**src/rtl/quad_decoder_pkg.sv**
```systemverilog
// Shared definitions for the quadrature decoder: Gray state encodings,
// direction constants and the transition classifier.
package quad_decoder_pkg;

  localparam logic [1:0] S00 = 2'b00;
  localparam logic [1:0] S01 = 2'b01;
  localparam logic [1:0] S11 = 2'b11;
  localparam logic [1:0] S10 = 2'b10;

  localparam logic DIR_UP   = 1'b1;
  localparam logic DIR_DOWN = 1'b0;

  typedef enum logic [1:0] {
    MOVE_NONE,
    MOVE_CW,
    MOVE_CCW,
    MOVE_BAD
  } move_t;

  // Position of a {A,B} pair around the CW cycle 00 -> 01 -> 11 -> 10.
  function automatic logic [1:0] gray_pos(input logic [1:0] s);
    case (s)
      S00:     gray_pos = 2'd0;
      S01:     gray_pos = 2'd1;
      S11:     gray_pos = 2'd2;
      default: gray_pos = 2'd3;
    endcase
  endfunction

  // One position forward is CW, one back is CCW, two apart is a skipped state.
  function automatic move_t classify(input logic [1:0] prev, input logic [1:0] cur);
    logic [1:0] delta;
    delta = gray_pos(cur) - gray_pos(prev);
    case (delta)
      2'd0:    classify = MOVE_NONE;
      2'd1:    classify = MOVE_CW;
      2'd3:    classify = MOVE_CCW;
      default: classify = MOVE_BAD;
    endcase
  endfunction

endpackage

```
**src/rtl/quad_decoder_input_debouncer.sv**
```systemverilog
// Single-channel 2-FF synchroniser followed by a consecutive-mismatch
// debounce counter; a change is accepted after DEBOUNCE_CYCLES mismatches.
module input_debouncer #(
  parameter int DEBOUNCE_CYCLES = 100000
) (
  input  logic clk,
  input  logic rst,
  input  logic din,
  output logic dout
);

  localparam int CNT_W = $clog2(DEBOUNCE_CYCLES);
  localparam logic [CNT_W-1:0] CNT_LAST = CNT_W'(DEBOUNCE_CYCLES - 1);

  logic             sync1_reg;
  logic             sync2_reg;
  logic             stable_reg;
  logic [CNT_W-1:0] cnt_reg;

  always_ff @(posedge clk) begin
    if (rst) begin
      sync1_reg  <= 1'b0;
      sync2_reg  <= 1'b0;
      stable_reg <= 1'b0;
      cnt_reg    <= '0;
    end else begin
      sync1_reg <= din;
      sync2_reg <= sync1_reg;
      // Any cycle where the synchronised level agrees restarts the count.
      if (sync2_reg != stable_reg) begin
        if (cnt_reg == CNT_LAST) begin
          stable_reg <= sync2_reg;
          cnt_reg    <= '0;
        end else begin
          cnt_reg <= cnt_reg + CNT_W'(1);
        end
      end else begin
        cnt_reg <= '0;
      end
    end
  end

  assign dout = stable_reg;

endmodule

```
**src/rtl/quad_decoder.sv**
```systemverilog
// Quadrature encoder decoder: debounced A/B, Gray decode, step/dir/count/err.
// Define QUAD_X1_EN for x1 decode (step only on entry to state 00); default is x4.
module quad_decoder
  import quad_decoder_pkg::*;
#(
  parameter int DEBOUNCE_CYCLES = 100000,
  parameter int COUNT_W         = 4
) (
  input  logic               clk,
  input  logic               rst,
  input  logic               enc_a,
  input  logic               enc_b,
  output logic               step,
  output logic               dir,
  output logic [COUNT_W-1:0] count,
  output logic               err
);

  localparam int ARM_W = $clog2(DEBOUNCE_CYCLES + 3);
  localparam logic [ARM_W-1:0] ARM_LAST = ARM_W'(DEBOUNCE_CYCLES + 2);

  logic [1:0]         raw_pair;
  logic [1:0]         stable_pair;
  logic [1:0]         prev_reg;
  logic [ARM_W-1:0]   arm_cnt_reg;
  logic               arm_reg;
  logic               step_reg, step_next;
  logic               err_reg, err_next;
  logic               dir_reg, dir_next;
  logic [COUNT_W-1:0] count_reg, count_next;
  move_t              move;

  assign raw_pair = {enc_a, enc_b};

  generate
    for (genvar gi = 0; gi < 2; gi++) begin : g_chan
      input_debouncer #(
        .DEBOUNCE_CYCLES(DEBOUNCE_CYCLES)
      ) u_deb (
        .clk (clk),
        .rst (rst),
        .din (raw_pair[gi]),
        .dout(stable_pair[gi])
      );
    end
  endgenerate

  assign move = classify(prev_reg, stable_pair);

  always_comb begin
    step_next  = 1'b0;
    err_next   = 1'b0;
    dir_next   = dir_reg;
    count_next = count_reg;
    // Until armed, the resting position is absorbed into prev_reg silently.
    if (arm_reg) begin
      case (move)
        MOVE_CW: begin
`ifdef QUAD_X1_EN
          if (stable_pair == S00) begin
            step_next  = 1'b1;
            dir_next   = DIR_UP;
            count_next = count_reg + COUNT_W'(1);
          end
`else
          step_next  = 1'b1;
          dir_next   = DIR_UP;
          count_next = count_reg + COUNT_W'(1);
`endif
        end
        MOVE_CCW: begin
`ifdef QUAD_X1_EN
          if (stable_pair == S00) begin
            step_next  = 1'b1;
            dir_next   = DIR_DOWN;
            count_next = count_reg - COUNT_W'(1);
          end
`else
          step_next  = 1'b1;
          dir_next   = DIR_DOWN;
          count_next = count_reg - COUNT_W'(1);
`endif
        end
        MOVE_BAD: err_next = 1'b1;
        default: ;
      endcase
    end
  end

  always_ff @(posedge clk) begin
    if (rst) begin
      prev_reg    <= S00;
      arm_cnt_reg <= '0;
      arm_reg     <= 1'b0;
      step_reg    <= 1'b0;
      err_reg     <= 1'b0;
      dir_reg     <= DIR_DOWN;
      count_reg   <= '0;
    end else begin
      prev_reg  <= stable_pair;
      step_reg  <= step_next;
      err_reg   <= err_next;
      dir_reg   <= dir_next;
      count_reg <= count_next;
      // Arm only after a resting non-00 level has had time to reach stable_pair.
      if (!arm_reg) begin
        if (arm_cnt_reg == ARM_LAST) begin
          arm_reg <= 1'b1;
        end else begin
          arm_cnt_reg <= arm_cnt_reg + ARM_W'(1);
        end
      end
    end
  end

  assign step  = step_reg;
  assign err   = err_reg;
  assign dir   = dir_reg;
  assign count = count_reg;

endmodule

```
**config.mk**
```make
export PLATFORM = sky130hd
export DESIGN_NAME = quad_decoder
export DESIGN_NICKNAME = d
export VERILOG_FILES = /design/src/rtl/quad_decoder_pkg.sv /design/src/rtl/quad_decoder_input_debouncer.sv /design/src/rtl/quad_decoder.sv
export SDC_FILE = /design/constraint.sdc
export NUM_CORES = 1
export LEC_CHECK = 0
export BUFFER_PORTS_ARGS = -buffer_cell sky130_fd_sc_hd__buf_2
export CORE_MARGIN = 10
export CORE_UTILIZATION = 51
export CTS_BUF_LIST = sky130_fd_sc_hd__clkbuf_16
export CTS_CLUSTER_SIZE = 14
export DETAILED_ROUTE_END_ITERATION = 10
export PLACE_DENSITY = 0.71
export SETUP_SLACK_MARGIN = 0.05
export SKIP_LAST_GASP = 1
export SLEW_MARGIN = 40
export SYNTH_ARGS = -nofsm -noshare
export SYNTH_HDL_FRONTEND = slang
export SYNTH_SLANG_ARGS = --single-unit
```
**constraint.sdc**
```tcl
create_clock -name clk -period 5.55 [get_ports clk]
set_input_delay 0.555 -clock clk [delete_from_list [all_inputs] [get_ports clk]]
set_output_delay 0.555 -clock clk [all_outputs]
set_load 0.01 [all_outputs]
```
==> metrics.txt <==
Post-synth EDFFs 0; Num CTS Buffers 9; Total Wirelength 4917 um; IO buf count 10; CP max FO 5; WS Path Type flip-flop to flip-flop; post-synthesis sequential area ratio 45.73%; routability congestion estimate from global placement 0.7886; average wire per cell in the routed design 11.88 um; Setup TNS 0 ns; run status complete, no violations; hold path start enc_b; final net count 351; final core occ a little under 60%; arrival time worst endpoint 2.78 ns; CP dominant cell by count ha_1; Min Clock Period, post-route 2.524 ns; root buf cell clkbuf_16; # rows 27; final hold slack 0.4325 ns; number of diodes 0; CTS H-tree lvls 3; syn_nets between 300 and 400; slowest stage delay, CP 0.48 ns; Max Freq 396.2 MHz; pwr/cell area 307.1 nW/um2; worst hold path class input pin to flip-flop; Final Max Tran Viols 0; R2R Setup Slk approximately 3.0 ns; CP Launch Type flip-flop; Post-CTS Setup Bufs 0; Crit. End Element flip-flop; gr ovfl total 0; worst r2r dst count[2]$_SDFFE_PP0P_; P&R area growth vs syn 11.82%; number of placed I/O pins 11; final setup skew 0.008265 ns; Netlist cell types 34; max_cap viols 0; asr flop ratio synth 0%; via count of the first global-routing pass 2,084; max reg flops 34; Rel. slew slack around three fifths; worst flop-to-flop path startpoint g_chan[0].u_deb.dout$_SDFFE_PP0P_; cts repair resizes 0; Setup-failing EPs final 0; die area 9183 um2; WP buf/inv 1; Detail Route Antenna Nets 0; fin crit share between 40% and 50%; worst-margin pin slew 0.6184 ns; Cells after Synth 327; post-DP HPWL ~3200 um; clk slew on worst S/H paths 0.06 ns; initial core utilization a little over half; Die Span Y 95.83 um; placed cell areas 3008 um2; peak supply drop 0.0001994 V; leakage power 1.192 nW; gr usage total 12.19%; cell depth of the worst hold path 2; CP delay by family, top adder cells; Hold Path End g_chan[0].u_deb.sync1_reg$_SDFF_PP0_; CTS tree yes; DRC viols 0; Ys Warns 0; layout cells sized above 1 7.602%; crit path from g_chan[0].u_deb.dout$_SDFFE_PP0P_; final non-filler cell area 3279 um2; unrepaired setup endpoints after global routing no; critical path's slowest cell xnor3_1; final hold viol count 0; Worst-Skew Late Latency 0.33 ns; mean number of vias per cell between 5 and 6; Worst Path Required 5.81 ns; die span in x 95.83 um; Cell Chain, Critical Path inv_1 > ha_1 > ha_1 > xnor3_1 > nor2_1 > xor2_1 > ha_1 > nor2_1 > mux2i_1 > or3_1 > a21oi_1; CTS Sinks 67; largest net degree at the start of global routing 36; Post-synth top flop dfxtp_1; first-pass GRT wire length 8983 um; initial antenna violation count 0; core area 5540 um2; clock tree buffer depth 2; syn_area_per_cell 8.969 um2; Synth Register Bits 67; Vias 2,110; R2R cell count 11; 1st-iter DRT viols 80; cts hold-fix bufs 0; Post-Synthesis Cell Area between 2000 and 3000 um2; TritonRoute pass-1 iters 4
## area by class of cell
cell class,instances,area (um2)
tap,72,90.09
timing repair buffer,10,50.05
multi-input combinational,240,1493
fill,503,2261
clock inverter,7,46.29
sequential,67,1341
inverter,9,33.78
clock buffer,9,225.2
## how the worst max path moves through the flow
| stage | slack (ns) | depth (start not counted) | to |
|---|---|---|---|
| after floorplan | 3.16 | 11 | count[2]$_SDFFE_PP0P_ |
| after global placement | 3.08 | 11 | count[2]$_SDFFE_PP0P_ |
| after detailed placement | 3.02 | 11 | count[2]$_SDFFE_PP0P_ |
| after CTS | 3.00 | 11 | count[2]$_SDFFE_PP0P_ |
| after global routing | 2.82 | 11 | count[2]$_SDFFE_PP0P_ |
| final | 3.03 | 11 | count[2]$_SDFFE_PP0P_ |
## logic make-up (layout without fill, tap and decap cells)
logic type,after synthesis,count (layout),share of synthesized area (%)
AO/OA/AOI/OAI,13,13,2.432
XOR/XNOR,48,48,14.80
adder cells (fa/ha/maj),10,10,4.266
buffers and inverters,20,35,3.370
flip-flops,67,67,45.73
multiplexers,4,4,1.365
AND/OR/NAND/NOR,165,165,28.03
## stage by stage
step / power (mW) / setup WS, ns / std cells
CTS: 1.017 / 3.000 / 414
global placement: 0.5119 / 3.082 / 398
finish: 1.007 / 3.026 / 414
floorplan: 0.5095 / 3.164 / 327
detailed placement: 0.5122 / 3.021 / 398
global route: 1.042 / 2.821 / 414
## synthesized netlist by cell type, types with 2 or more instances
| cell | number | share of area, % |
|---|---|---|
| a21oi_1 | 6 | 1.0 |
| and3_1 | 8 | 1.7 |
| and4_1 | 4 | 1.2 |
| buf_4 | 2 | 0.51 |
| buf_6 | 2 | 0.77 |
| clkbuf_1 | 6 | 0.77 |
| dfxtp_1 | 67 | 46 |
| ha_1 | 10 | 4.3 |
| inv_1 | 9 | 1.2 |
| mux2i_1 | 4 | 1.4 |
| nand2_1 | 22 | 2.8 |
| nand2b_1 | 2 | 0.43 |
| nand3_1 | 13 | 2.2 |
| nand4_1 | 12 | 2.6 |
| nor2_1 | 66 | 8.4 |
| nor2b_1 | 6 | 1.3 |
| nor3_1 | 10 | 1.7 |
| nor4_1 | 6 | 1.3 |
| o21ai_0 | 5 | 0.85 |
| or3_1 | 8 | 1.7 |
| xnor2_1 | 21 | 6.3 |
| xor2_1 | 26 | 7.8 |
## placed cells by master (no fill, tap or decap)
master / count
xnor3_1: 1
nor4bb_1: 1
a21oi_1: 6
ha_1: 10
nand2_1: 22
nor4_1: 6
nor4b_1: 1
a211oi_1: 1
nand3_4: 1
and4_1: 4
xnor2_1: 21
a41oi_1: 1
dfxtp_1: 67
nand2b_1: 2
nand3_1: 13
buf_2: 10
nor3_2: 1
nand4_1: 12
inv_1: 11
nor3b_1: 1
nor3_1: 10
and3_1: 8
clkbuf_16: 9
nor2b_1: 6
and4b_1: 1
and3b_1: 1
nor2_1: 66
or3_1: 8
mux2i_1: 4
inv_6: 1
clkinvlp_4: 4
or2_1: 1
o21ai_0: 5
xor2_1: 26
## metal layers
layer / up-vias / global-route usage (%) / part of all wire [%] / routed length [um]
met5: - / 0 / 0 / 0
met4: 0 / 5.160 / 1.5 / 75
met1: 964 / 14.59 / 50 / 2435
li1: 1116 / - / - / -
met3: 6 / 4.903 / 3.4 / 167
met2: 24 / 19.02 / 46 / 2238
## report_power, final
part | internal, mW | leakage [nW] | switching [mW] | total [mW]
Combinational | 0.00465 | 0.524 | 0.00854 | 0.0132
Clock | 0.300 | 0.127 | 0.206 | 0.505
Sequential | 0.485 | 0.541 | 0.00344 | 0.488
Total | 0.789 | 1.19 | 0.218 | 1.01
No activity file was read; power rests on OpenSTA's default activity.
